$ cat src/rtl/crc_frame_serializer_if.sv
// crc_frame_serializer_if: load/serial handshake bundle for the CRC-9 frame serializer (crc_err ports exist only with CRC_SELFCHECK_EN)
interface crc_frame_serializer_if #(parameter int COUNT_W = 8);
    logic [9:0]         data_in;
    logic [8:0]         crc_in;
    logic               load_valid;
    logic               load_ready;
    logic               ser_ready;
    logic               ser_out;
    logic               ser_valid;
    logic               frame_start;
    logic               frame_end;
    logic               crc_phase;
    logic [COUNT_W-1:0] frame_count;
`ifdef CRC_SELFCHECK_EN
    logic               crc_err;
    logic               crc_err_sticky;
    modport master (output data_in, crc_in, load_valid, ser_ready,
                    input load_ready, ser_out, ser_valid, frame_start, frame_end, crc_phase, frame_count,
                    crc_err, crc_err_sticky);
    modport slave (input data_in, crc_in, load_valid, ser_ready,
                   output load_ready, ser_out, ser_valid, frame_start, frame_end, crc_phase, frame_count,
                   crc_err, crc_err_sticky);
`else
    modport master (output data_in, crc_in, load_valid, ser_ready,
                    input load_ready, ser_out, ser_valid, frame_start, frame_end, crc_phase, frame_count);
    modport slave (input data_in, crc_in, load_valid, ser_ready,
                   output load_ready, ser_out, ser_valid, frame_start, frame_end, crc_phase, frame_count);
`endif
endinterface

$ cat src/rtl/crc_frame_serializer.sv
// crc_frame_serializer: serializes {data, crc9} MSB first with backpressure, markers and frame counter; CRC_SELFCHECK_EN adds an LFSR re-check
module crc_frame_serializer #(
    parameter int GAP_CYCLES = 1,
    parameter int COUNT_W    = 8
) (
    input logic                    clk,
    input logic                    reset_n,
    crc_frame_serializer_if.slave  bus
);
    typedef enum logic [1:0] {IDLE, SEND, GAP} state_t;

    state_t             r_state;
    logic [18:0]        r_sr;
    logic [4:0]         r_idx;
    logic [3:0]         r_gap;
    logic [COUNT_W-1:0] r_count;
    logic               w_send;
    logic               w_xfer;
    logic               w_last;
    logic               w_load;

    assign w_send          = r_state == SEND;
    assign w_xfer          = w_send && bus.ser_ready;
    assign w_last          = w_xfer && r_idx == 5'd0;
    assign bus.load_ready  = (r_state == IDLE) || (GAP_CYCLES == 0 && w_last);
    assign w_load          = bus.load_valid && bus.load_ready;
    assign bus.ser_out     = r_sr[18];
    assign bus.ser_valid   = w_send;
    assign bus.frame_start = w_send && r_idx == 5'd18;
    assign bus.frame_end   = w_send && r_idx == 5'd0;
    assign bus.crc_phase   = w_send && r_idx <= 5'd8;
    assign bus.frame_count = r_count;

    // Frame FSM: load a codeword, shift it out one accepted bit at a time, then idle for the gap
    always_ff @(posedge clk or negedge reset_n) begin
        if (!reset_n) begin
            r_state <= IDLE;
            r_sr    <= '0;
            r_idx   <= '0;
            r_gap   <= '0;
            r_count <= '0;
        end else begin
            if (w_load) begin
                r_sr    <= {bus.data_in, bus.crc_in};
                r_idx   <= 5'd18;
                r_state <= SEND;
            end else begin
                case (r_state)
                    SEND: if (bus.ser_ready) begin
                        if (r_idx == 5'd0) begin
                            r_state <= GAP_CYCLES > 0 ? GAP : IDLE;
                        end else begin
                            r_sr  <= {r_sr[17:0], 1'b0};
                            r_idx <= r_idx - 5'd1;
                        end
                    end
                    GAP: begin
                        r_gap <= r_gap + 4'd1;
                        if (r_gap == 4'(GAP_CYCLES - 1)) begin
                            r_state <= IDLE;
                            r_gap   <= '0;
                        end
                    end
                    default: ;
                endcase
            end
            if (w_last) r_count <= r_count + 1'b1;
        end
    end

`ifdef CRC_SELFCHECK_EN
    logic [8:0] r_lfsr;
    logic       r_mis;
    logic       r_err;
    logic       r_sticky;
    logic       w_bad;

    assign w_bad              = r_sr[18] ^ r_lfsr[8];
    assign bus.crc_err        = r_err;
    assign bus.crc_err_sticky = r_sticky;

    // Re-derive the remainder from sent message bits, then compare it against the sent CRC bits
    always_ff @(posedge clk or negedge reset_n) begin
        if (!reset_n) begin
            r_lfsr   <= '0;
            r_mis    <= 1'b0;
            r_err    <= 1'b0;
            r_sticky <= 1'b0;
        end else begin
            r_err <= w_last && (r_mis || w_bad);
            if (w_last && (r_mis || w_bad)) r_sticky <= 1'b1;
            if (w_load) begin
                r_lfsr <= '0;
                r_mis  <= 1'b0;
            end else if (w_xfer) begin
                if (r_idx > 5'd8) begin
                    r_lfsr <= {r_lfsr[7:0], 1'b0} ^ (w_bad ? 9'h103 : 9'h000);
                end else begin
                    r_lfsr <= {r_lfsr[7:0], 1'b0};
                    r_mis  <= r_mis || w_bad;
                end
            end
        end
    end
`endif
endmodule

$ cat src/flat_wrapper.sv
// flat-port wrapper written by rule: the top's interface ports become plain ports
module crc_frame_serializer_flat 
#(
    parameter int GAP_CYCLES = 1,
    parameter int COUNT_W    = 8
)
  (clk, reset_n, bus_data_in, bus_crc_in, bus_load_valid, bus_ser_ready, bus_load_ready, bus_ser_out, bus_ser_valid, bus_frame_start, bus_frame_end, bus_crc_phase, bus_frame_count);
  crc_frame_serializer_if #(.COUNT_W(COUNT_W)) bus_i ();
  input logic clk;
  input logic reset_n;
  input wire logic [$bits(bus_i.data_in)-1:0] bus_data_in;
  input wire logic [$bits(bus_i.crc_in)-1:0] bus_crc_in;
  input wire logic [$bits(bus_i.load_valid)-1:0] bus_load_valid;
  input wire logic [$bits(bus_i.ser_ready)-1:0] bus_ser_ready;
  output wire logic [$bits(bus_i.load_ready)-1:0] bus_load_ready;
  output wire logic [$bits(bus_i.ser_out)-1:0] bus_ser_out;
  output wire logic [$bits(bus_i.ser_valid)-1:0] bus_ser_valid;
  output wire logic [$bits(bus_i.frame_start)-1:0] bus_frame_start;
  output wire logic [$bits(bus_i.frame_end)-1:0] bus_frame_end;
  output wire logic [$bits(bus_i.crc_phase)-1:0] bus_crc_phase;
  output wire logic [$bits(bus_i.frame_count)-1:0] bus_frame_count;
  assign bus_i.data_in = bus_data_in;
  assign bus_i.crc_in = bus_crc_in;
  assign bus_i.load_valid = bus_load_valid;
  assign bus_i.ser_ready = bus_ser_ready;
  assign bus_load_ready = bus_i.load_ready;
  assign bus_ser_out = bus_i.ser_out;
  assign bus_ser_valid = bus_i.ser_valid;
  assign bus_frame_start = bus_i.frame_start;
  assign bus_frame_end = bus_i.frame_end;
  assign bus_crc_phase = bus_i.crc_phase;
  assign bus_frame_count = bus_i.frame_count;
  crc_frame_serializer #(.GAP_CYCLES(GAP_CYCLES), .COUNT_W(COUNT_W)) u_core (.clk(clk), .reset_n(reset_n), .bus(bus_i));
endmodule
$ cat config.mk
export PLATFORM = sky130hd
export DESIGN_NAME = crc_frame_serializer_flat
export DESIGN_NICKNAME = d
export VERILOG_FILES = /design/src/rtl/crc_frame_serializer_if.sv /design/src/rtl/crc_frame_serializer.sv /design/src/flat_wrapper.sv
export SDC_FILE = /design/constraint.sdc
export NUM_CORES = 1
export LEC_CHECK = 0
export BUFFER_PORTS_ARGS = -buffer_cell sky130_fd_sc_hd__buf_2
export CAP_MARGIN = 20
export CORE_ASPECT_RATIO = 0.8
export CORE_MARGIN = 2
export CORE_UTILIZATION = 49
export CTS_CLUSTER_DIAMETER = 120
export CTS_CLUSTER_SIZE = 14
export DETAILED_ROUTE_END_ITERATION = 7
export PLACE_DENSITY_LB_ADDON = 0.2
export RECOVER_POWER = 25
export SYNTH_ARGS = -nofsm -noshare
export SYNTH_HDL_FRONTEND = slang
export SYNTH_SLANG_ARGS = --single-unit
export TNS_END_PERCENT = 1
$ cat constraint.sdc
create_clock -name clk -period 2 [get_ports clk]
set_clock_uncertainty 0.05 [all_clocks]
set_input_delay 0.2 -clock clk [delete_from_list [all_inputs] [get_ports clk]]
set_output_delay 0.2 -clock clk [all_outputs]
set_load 0.02 [all_outputs]
**After elaboration in Yosys (flattened, before gate mapping)**

Cells that the tools add are included.

- Flip-flop bits (word level): 38
- Input port bits: 23
- Output and inout bits: 14
- Logic and storage cells: 46

- Reduce and logical (&&, ||, !) cells: 15
- Eq/ne operators: 7
- Muxes and demuxes: 14
- Bitwise operators: 1
- $add $sub $neg: 3
- $lt $le $gt $ge: 1

Operators by type and width:

| operator | number |
|---|---|
| two-way mux 19 bit | 4 |
| two-way mux 5 bit | 4 |
| adder 8 x 1 -> 8 bit (second input constant) | 1 |
| two-way mux 2 bit | 4 |
| logical AND 1 bit | 6 |
| inequality test 3 bit (second input constant) | 2 |
| == test 5 bit (second input constant) | 1 |
| less-or-equal comparator 5 x 4 -> 1 bit (second input constant) | 1 |
| zero test 5 bit | 1 |
| subtractor 5 x 1 -> 5 bit (second input constant) | 1 |
| adder 4 x 1 -> 4 bit (second input constant) | 1 |
| zero test 4 bit | 1 |
| two-way mux 4 bit | 1 |
| case mux 2 bit (2 select lines) | 1 |
| AND reduction 4 bit | 1 |
| nonzero test 2 bit | 2 |
| inequality test 3 x 1 -> 1 bit (second input constant) | 1 |
| AND reduction 3 bit | 1 |
| nonzero test 3 bit | 1 |
| == test 2 x 1 -> 1 bit (second input constant) | 1 |
| == test 2 bit (second input constant) | 1 |
| zero test 2 bit | 1 |
| inequality test 2 x 1 -> 1 bit (second input constant) | 1 |
| AND reduction 2 bit | 1 |
| inverter 1 bit | 1 |

**Longest topological paths before layout**

Gate-level depths: netlist of the first run.

- Word-level depth: 5
- Depth in mapped cells: 7
- Mapped depth without buffers: 5

**Worst setup path before layout of the first run**

No wires, ideal clock.

- Path type: flip-flop to output port
- Start point: register u_core.r_idx[0]
- End point: output port bus_frame_end
- Data required time: 1.750 ns
- Arrival time: 1.740 ns
- Cell stages (with the launch flop): 7
- Slack: 0.010 ns
- Path through: dfrtp_1 -> inv_1 -> ha_1 -> or4b_1 -> buf_2 -> clkbuf_1 -> nor2_1

- Word-level cells in the longest chain between the ends: 2

RTL lines:

| element | RTL line | RTL |
|---|---|---|
| start: declaration | crc_frame_serializer.sv:14 | `logic [4:0] r_idx;` |
| start signal: assignment | crc_frame_serializer.sv:54 | `r_idx <= r_idx - 5'd1;` |
| zero test 5 bit | crc_frame_serializer.sv:30 | `assign bus.frame_end = w_send && r_idx == 5'd0;` |
| logical AND 1 bit | crc_frame_serializer.sv:30 |  |
| end: declaration | flat_wrapper.sv:19 | `output wire logic [$bits(bus_i.frame_end)-1:0] bus_frame_end;` |

No other way between the ends.

**Final worst setup path of the first run**

Ends and elaborated chain as after synthesis.

==> run metrics, run 1 <==
outcome=completed; GR Overflow Total=0; main combinational cell family by area after synthesis=simple AND/OR/NAND/NOR gates; post-synth cell types=36; Synth Flop Type=dfrtp_1; non-filler cells, final=293; CP Data Required Time=1750 ps; vias in the first global route=1,521; Clk Tree Root Cell=clkbuf_8; Routed WL=4000 um; Post-Place Cells=283; Crit. End Element=output pin; Post-synth EDFFs=0; Final ANT Viol Nets=0; CP peak stage delay=470 ps; Final Instance Area=2310 sq um; Hold Crit Class=primary input to flip-flop; Area growth, synth to finish=21.0%; H-tree levels=2; DRC Markers=0; antenna violations before repair=0; Worst-Margin Slew=1270 ps; Final setup viols=0; Peak VDD IR=600 uV; port bufs=36; Setup CP Type=flip-flop to output pin; post-route minimum period=1900 ps; num ports=37; post-synthesis sequential area ratio=0.499; Yosys Warn Count=0; post-synthesis mux area share=0.0112; Via density=5.35; crit path max fanout=3; CP top delay family=simple AND/OR/NAND/NOR gates; Total Neg Setup Slack=0 ps; total of max-cap violations=0; Initial DRC Count=44; relative slew slack=0.152; share of cells above drive strength 1=0.273; num rows=20; Starting Density=0.508; pwr dens=1260 nW/um^2; Simple-Gate Fraction of Synth Area=0.263; XOR/XNOR Fraction of Synth Area=0.0368; critical path buffer and inverter count=2; fmax=525 MHz; post-synthesis adder-cell area fraction=0.0328; Worst-path clk slew=80 ps; Hold Fails Final Rpt=0; Clock Latency Late Sink=300 ps; total CTS buffers=5; Arr. time, crit path=1650 ps; placed cell areas=2180 sq um; Final Util=0.614; Post-synth ARST share=1.00; WL/cell=13.6 um; First-pass DRT Iterations=4; total number of vias=1,569; Total Power=2900 uW; leak pwr=0.00108 uW; Core ar.=3750 sq um; worst path cell trace=inv_2, ha_1, or4b_4, nor2_2, buf_4; Die ar.=4410 sq um; Ant. Diodes=0; Num Clock Sinks=38; Final GP Congestion=0.795; pin count of the biggest net entering global routing=24; hpwl dp=2660 um; CTS max path bufs=2; Mapped Area=1910 sq um; synthesized net count=232; CP max stage cell=or4b_4; GRT Util Overall=0.208; Die Y=59.8 um; first-pass GRT wire length=6930 um; die width=73.7 um; Max Slew Vio Count=0; RSZ-0062 raised after global routing=false; post-layout net count=276; CTS tree=done; type of origin of the critical path=flip-flop; Seq cells post-synth=38; Final Cycle Share=0.952; cell count after synthesis=204; Mean Syn Cell Area=9.34 sq um; compound-gate portion of the synthesized area=0.118
==> flip-flops by register name (all words and copies together), names as in the netlist <==
register,cells
u_core.bus.frame_count,8
u_core.r_idx,5
u_core.r_state,2
u_core.r_sr,19
u_core.r_gap,4
==> worst min-delay path, delay by kind of cell <==
kind,cells,cell delay [ps]
AOI/OAI and AO/OA,1,60
buffers and inverters,1,70
and+or+nand+nor,1,40
==> per-layer routing <==
metal | track usage | up-vias | part of all wire
met2 | 0.318 | 34 | 0.43
met4 | 0.106 | 0 | 0.013
met5 | 0 | - | 0
met1 | 0.277 | 732 | 0.51
li1 | - | 798 | -
met3 | 0.0489 | 5 | 0.045
==> timing repair <==
action                                  in CTS  in global routing
pin swaps                                    0                  0
setup buffers                                1                  0
resized for setup                            2                  3
endpoints found under the setup margin       1                  5
hold endpoints to repair                    21                  0
hold buffers                                 1                  0
==> per-stage QoR <==
step | worst slack, ps | hold slack (ps)
CTS | 34.7 | 56.6
floorplan | 9.85 | -146
detailed placement | 54.7 | 158
global placement | 93.8 | 148
finish | 95.2 | 63.3
global route | 8.68 | 67.5
==> cells by family (layout without fill, tap and decap cells) <==
family / Yosys count / after routing
buffers and inverters: 19 / 64
muxes: 2 / 2
adders and majority gates: 5 / 5
AOI/OAI and AO/OA: 33 / 33
and+or+nand+nor: 99 / 99
DFF: 38 / 38
xor gates and xnor gates: 8 / 8
==> cell usage after synthesis, types with 3 or more instances <==
library cell  number  area [sq um]
nand2_1           46           173
dfrtp_1           38           951
nand3_1           26           130
o211ai_1          18           135
clkbuf_1           9          33.8
inv_1              6          22.5
xor2_1             6          52.6
a21oi_1            5          25.0
ha_1               5          62.6
o21ai_0            5          25.0
nor2_1             4          15.0
buf_2              3          15.0
nor3_1             3          15.0
nor4_2             3          37.5
==> worst paths after layout <==
kind,from,endpoint,slack (ps),cells past startpoint
worst min-delay path,bus_crc_in[2],u_core.r_sr[2],60,3
max in group asynchronous,reset_n,u_core.r_idx[4],390,3
min in group asynchronous,reset_n,u_core.bus.frame_count[5],650,2
worst max-delay path,u_core.r_idx[0],bus_frame_end,100,5
worst max register to register,u_core.r_idx[0],u_core.r_idx[3],100,7
worst min register to register,u_core.bus.frame_count[7],u_core.bus.frame_count[7],410,1
==> layout make-up <==
class                      instances  area [sq um]
clock inverter                     2          12.5
tap                               44          55.1
sequential                        38           951
multi-input combinational        147           896
inverter                           6          22.5
timing repair buffer              50           287
clock buffer                       6          82.6
fill                             339          1450
==> power breakdown <==
group	internal [uW]	switching, uW
clock network	277	282
registers	991	196
logic	471	680
==> placed cells by master, fill, tap and decap left out, types with 2 or more instances in the layout <==
master    count
nand2_1      46
dfrtp_1      38
buf_2        34
nand3_1      26
o211ai_1     18
buf_4        13
xor2_1        6
clkbuf_8      6
inv_1         5
a21oi_1       5
o21ai_0       5
ha_1          5
nor2_1        3
nor4_2        3
nor3_1        3
nor2_2        2
nand2b_1      2
or3b_2        2
xnor2_1       2
nand4_1       2
(Power assumes the default switching activity.)
==> run 2: changes to the inputs <==
==> constraint.sdc (replaced) <==
create_clock -name clk -period 2 [get_ports clk]
set_clock_uncertainty 0.05 [all_clocks]
set_input_delay 0.5 -clock clk [delete_from_list [all_inputs] [get_ports clk]]
set_output_delay 0.5 -clock clk [all_outputs]
set_load 0.02 [all_outputs]
==> run 2 against run 1 <==
  * The flow now finishes with violations (negative setup slack)
  * Count of clock-buffer cells in the layout increased by 1
  * Combinational power increased by 16%
  * Utilization increased by 1.8 points
  * Critical endpoint unchanged
  * Highest routed layer unchanged
==> run metrics, run 2 (synthesis gave the netlist of run 1 again) <==
outcome=complete, but fails checks; failing checks=negative setup slack; Hold Fails Final Rpt=0 (unchanged); Final ANT Viol Nets=0 (unchanged); GR Overflow Total=0 (unchanged); leak pwr=0.00111 uW (+2.9%); First-pass DRT Iterations=4 (unchanged); Core ar.=3750 sq um (unchanged); pin count of the biggest net entering global routing=39 (+63%); worst path cell trace=inv_2, ha_4, or4b_4, nor2_4, buf_6; Total Neg Setup Slack=-396 ps (-396 ps); Die Y=59.8 um (unchanged); CP max stage cell=or4b_4; Peak VDD IR=636 uV (+6.0%); Final setup viols=4 (+4); Post-Place Cells=285 (+0.71%); Clock Latency Late Sink=290 ps (about the same); R2R setup slack=0 ps (-100 ps); CP top delay family=simple AND/OR/NAND/NOR gates; Hold Crit Class=primary input to async pin; Arr. time, crit path=1620 ps (-30 ps); commonest non-fill, non-tap cells in the layout=nand2_1, dfrtp_1, buf_2; fmax=462 MHz (-12%); Ant. Diodes=0 (unchanged); total CTS buffers=5 (unchanged); WL/cell=13.9 um (+2.1%); pwr dens=1280 nW/um^2 (+1.9%); Comb pwr share=0.437 (+0.040); Final Cycle Share=1.08 (+0.130); Worst-path clk slew=70 ps (about the same); Max Slew Vio Count=0 (unchanged); Final WS setup=-165 ps (-260 ps); critical path buffer and inverter count=2 (unchanged); switching component of the power=1200 uW (+3.9%); CTS max path bufs=2 (unchanged); port bufs=36 (unchanged); switching share of power=0.396 (-0.00394); Final GP Congestion=0.838 (+5.4%); Via density=5.43 (+1.5%); vias in the first global route=1,479 (-2.8%); Crit. End Element=output pin; type of origin of the critical path=flip-flop; RSZ-0062 raised after global routing=true; die width=73.7 um (unchanged); CP Data Required Time=1450 ps (-300 ps); non-filler cells, final=298 (+1.7%); post-layout net count=281 (+1.8%); first-pass GRT wire length=6800 um (-1.9%); Area growth, synth to finish=24.6%; Reg with most FFs=u_core.r_sr; Die ar.=4410 sq um (unchanged); antenna violations before repair=0 (unchanged); Internal Pwr Total=1840 uW (+5.6%); GRT Util Overall=0.212 (+0.00412); Hold-fix buffers, CTS=0 (-1); Starting Density=0.508 (unchanged); DRC Markers=0 (unchanged); total of max-cap violations=0 (unchanged); Num Clock Sinks=38 (unchanged); CTS tree=done; Initial DRC Count=50 (+14%); total number of vias=1,619 (+3.2%); num rows=20 (unchanged); most common library cell in the layout ignoring fill and taps=nand2_1; Reg power frac=0.385 (-0.025); post-route minimum period=2170 ps (+260 ps); share of cells above drive strength 1=0.311 (+0.0379); clock power share=0.179 (-0.014); H-tree levels=2 (unchanged); Largest register FFs=19 (unchanged); hpwl dp=2700 um (+1.4%); relative slew slack=0.379 (+0.227); num ports=37 (unchanged); Routed WL=4150 um (+3.8%); Worst-Margin Slew=932 ps (-341 ps); Setup CP Type=flip-flop to output pin; Clk Tree Root Cell=clkbuf_8; crit path max fanout=2 (-1); CP peak stage delay=480 ps (about the same)
## run 2: final cells by class
cell class | count | area (sq um)
Tap cell | 44 | 55.1
Sequential cell | 38 | 951
Fill cell | 330 | 1380
Timing Repair Buffer | 55 | 327
Clock buffer | 7 | 86.3
Clock inverter | 1 | 5.00
Inverter | 6 | 22.5
Multi-Input combinational cell | 147 | 927
## run 2: path summary, 6_finish.rpt
path                                  from                   endpoint  depth (start not counted)
max                        u_core.r_idx[0]              bus_frame_end                          5
min                                reset_n          u_core.r_state[1]                          2
max reg2reg                u_core.r_idx[0]  u_core.bus.frame_count[5]                          7
min reg2reg                u_core.r_gap[3]            u_core.r_gap[3]                          1
max in group asynchronous          reset_n            u_core.r_sr[11]                          2
min in group clk             bus_crc_in[0]             u_core.r_sr[0]                          3
## run 2: power by group through the flow
stage               registers (uW)  logic, uW  clock network, uW
detailed placement            1180       1240                  0
CTS                           1160       1310                557
floorplan                     1190        800                  0
global route                  1190       1480                595
global placement              1170       1220                  0
finish                        1170       1330                542
## run 2: metal layers
metal	vias up	part of all wire	wire length (um)	track usage
li1	808	-	-	-
met1	766	0.49	2030	0.281
met2	39	0.45	1850	0.319
met3	6	0.050	208	0.0759
met4	0	0.017	69	0.0831
met5	-	0	0	0
## run 2: repair_timing
| item | 4_1_cts | 5_1_grt |
|---|---|---|
| resized for setup | 4 | 2 |
| pin swaps | 2 | 1 |
| buffers inserted | 4 | 1 |
| gates cloned | 0 | 0 |
| setup endpoints to repair | 3 | 10 |
## run 2: metrics by stage
stage               setup WS, ps  cell area [sq um]  hold slack [ps]  power, uW  utilization
floorplan                  -48.6               1950              154       1990            -
global placement            75.0               2220              402       2390        0.592
detailed placement          34.0               2220              414       2410        0.592
CTS                         -175               2360              207       3030        0.628
global route                -248               2370              362       3270        0.632
finish                      -165               2370              366       3040        0.632
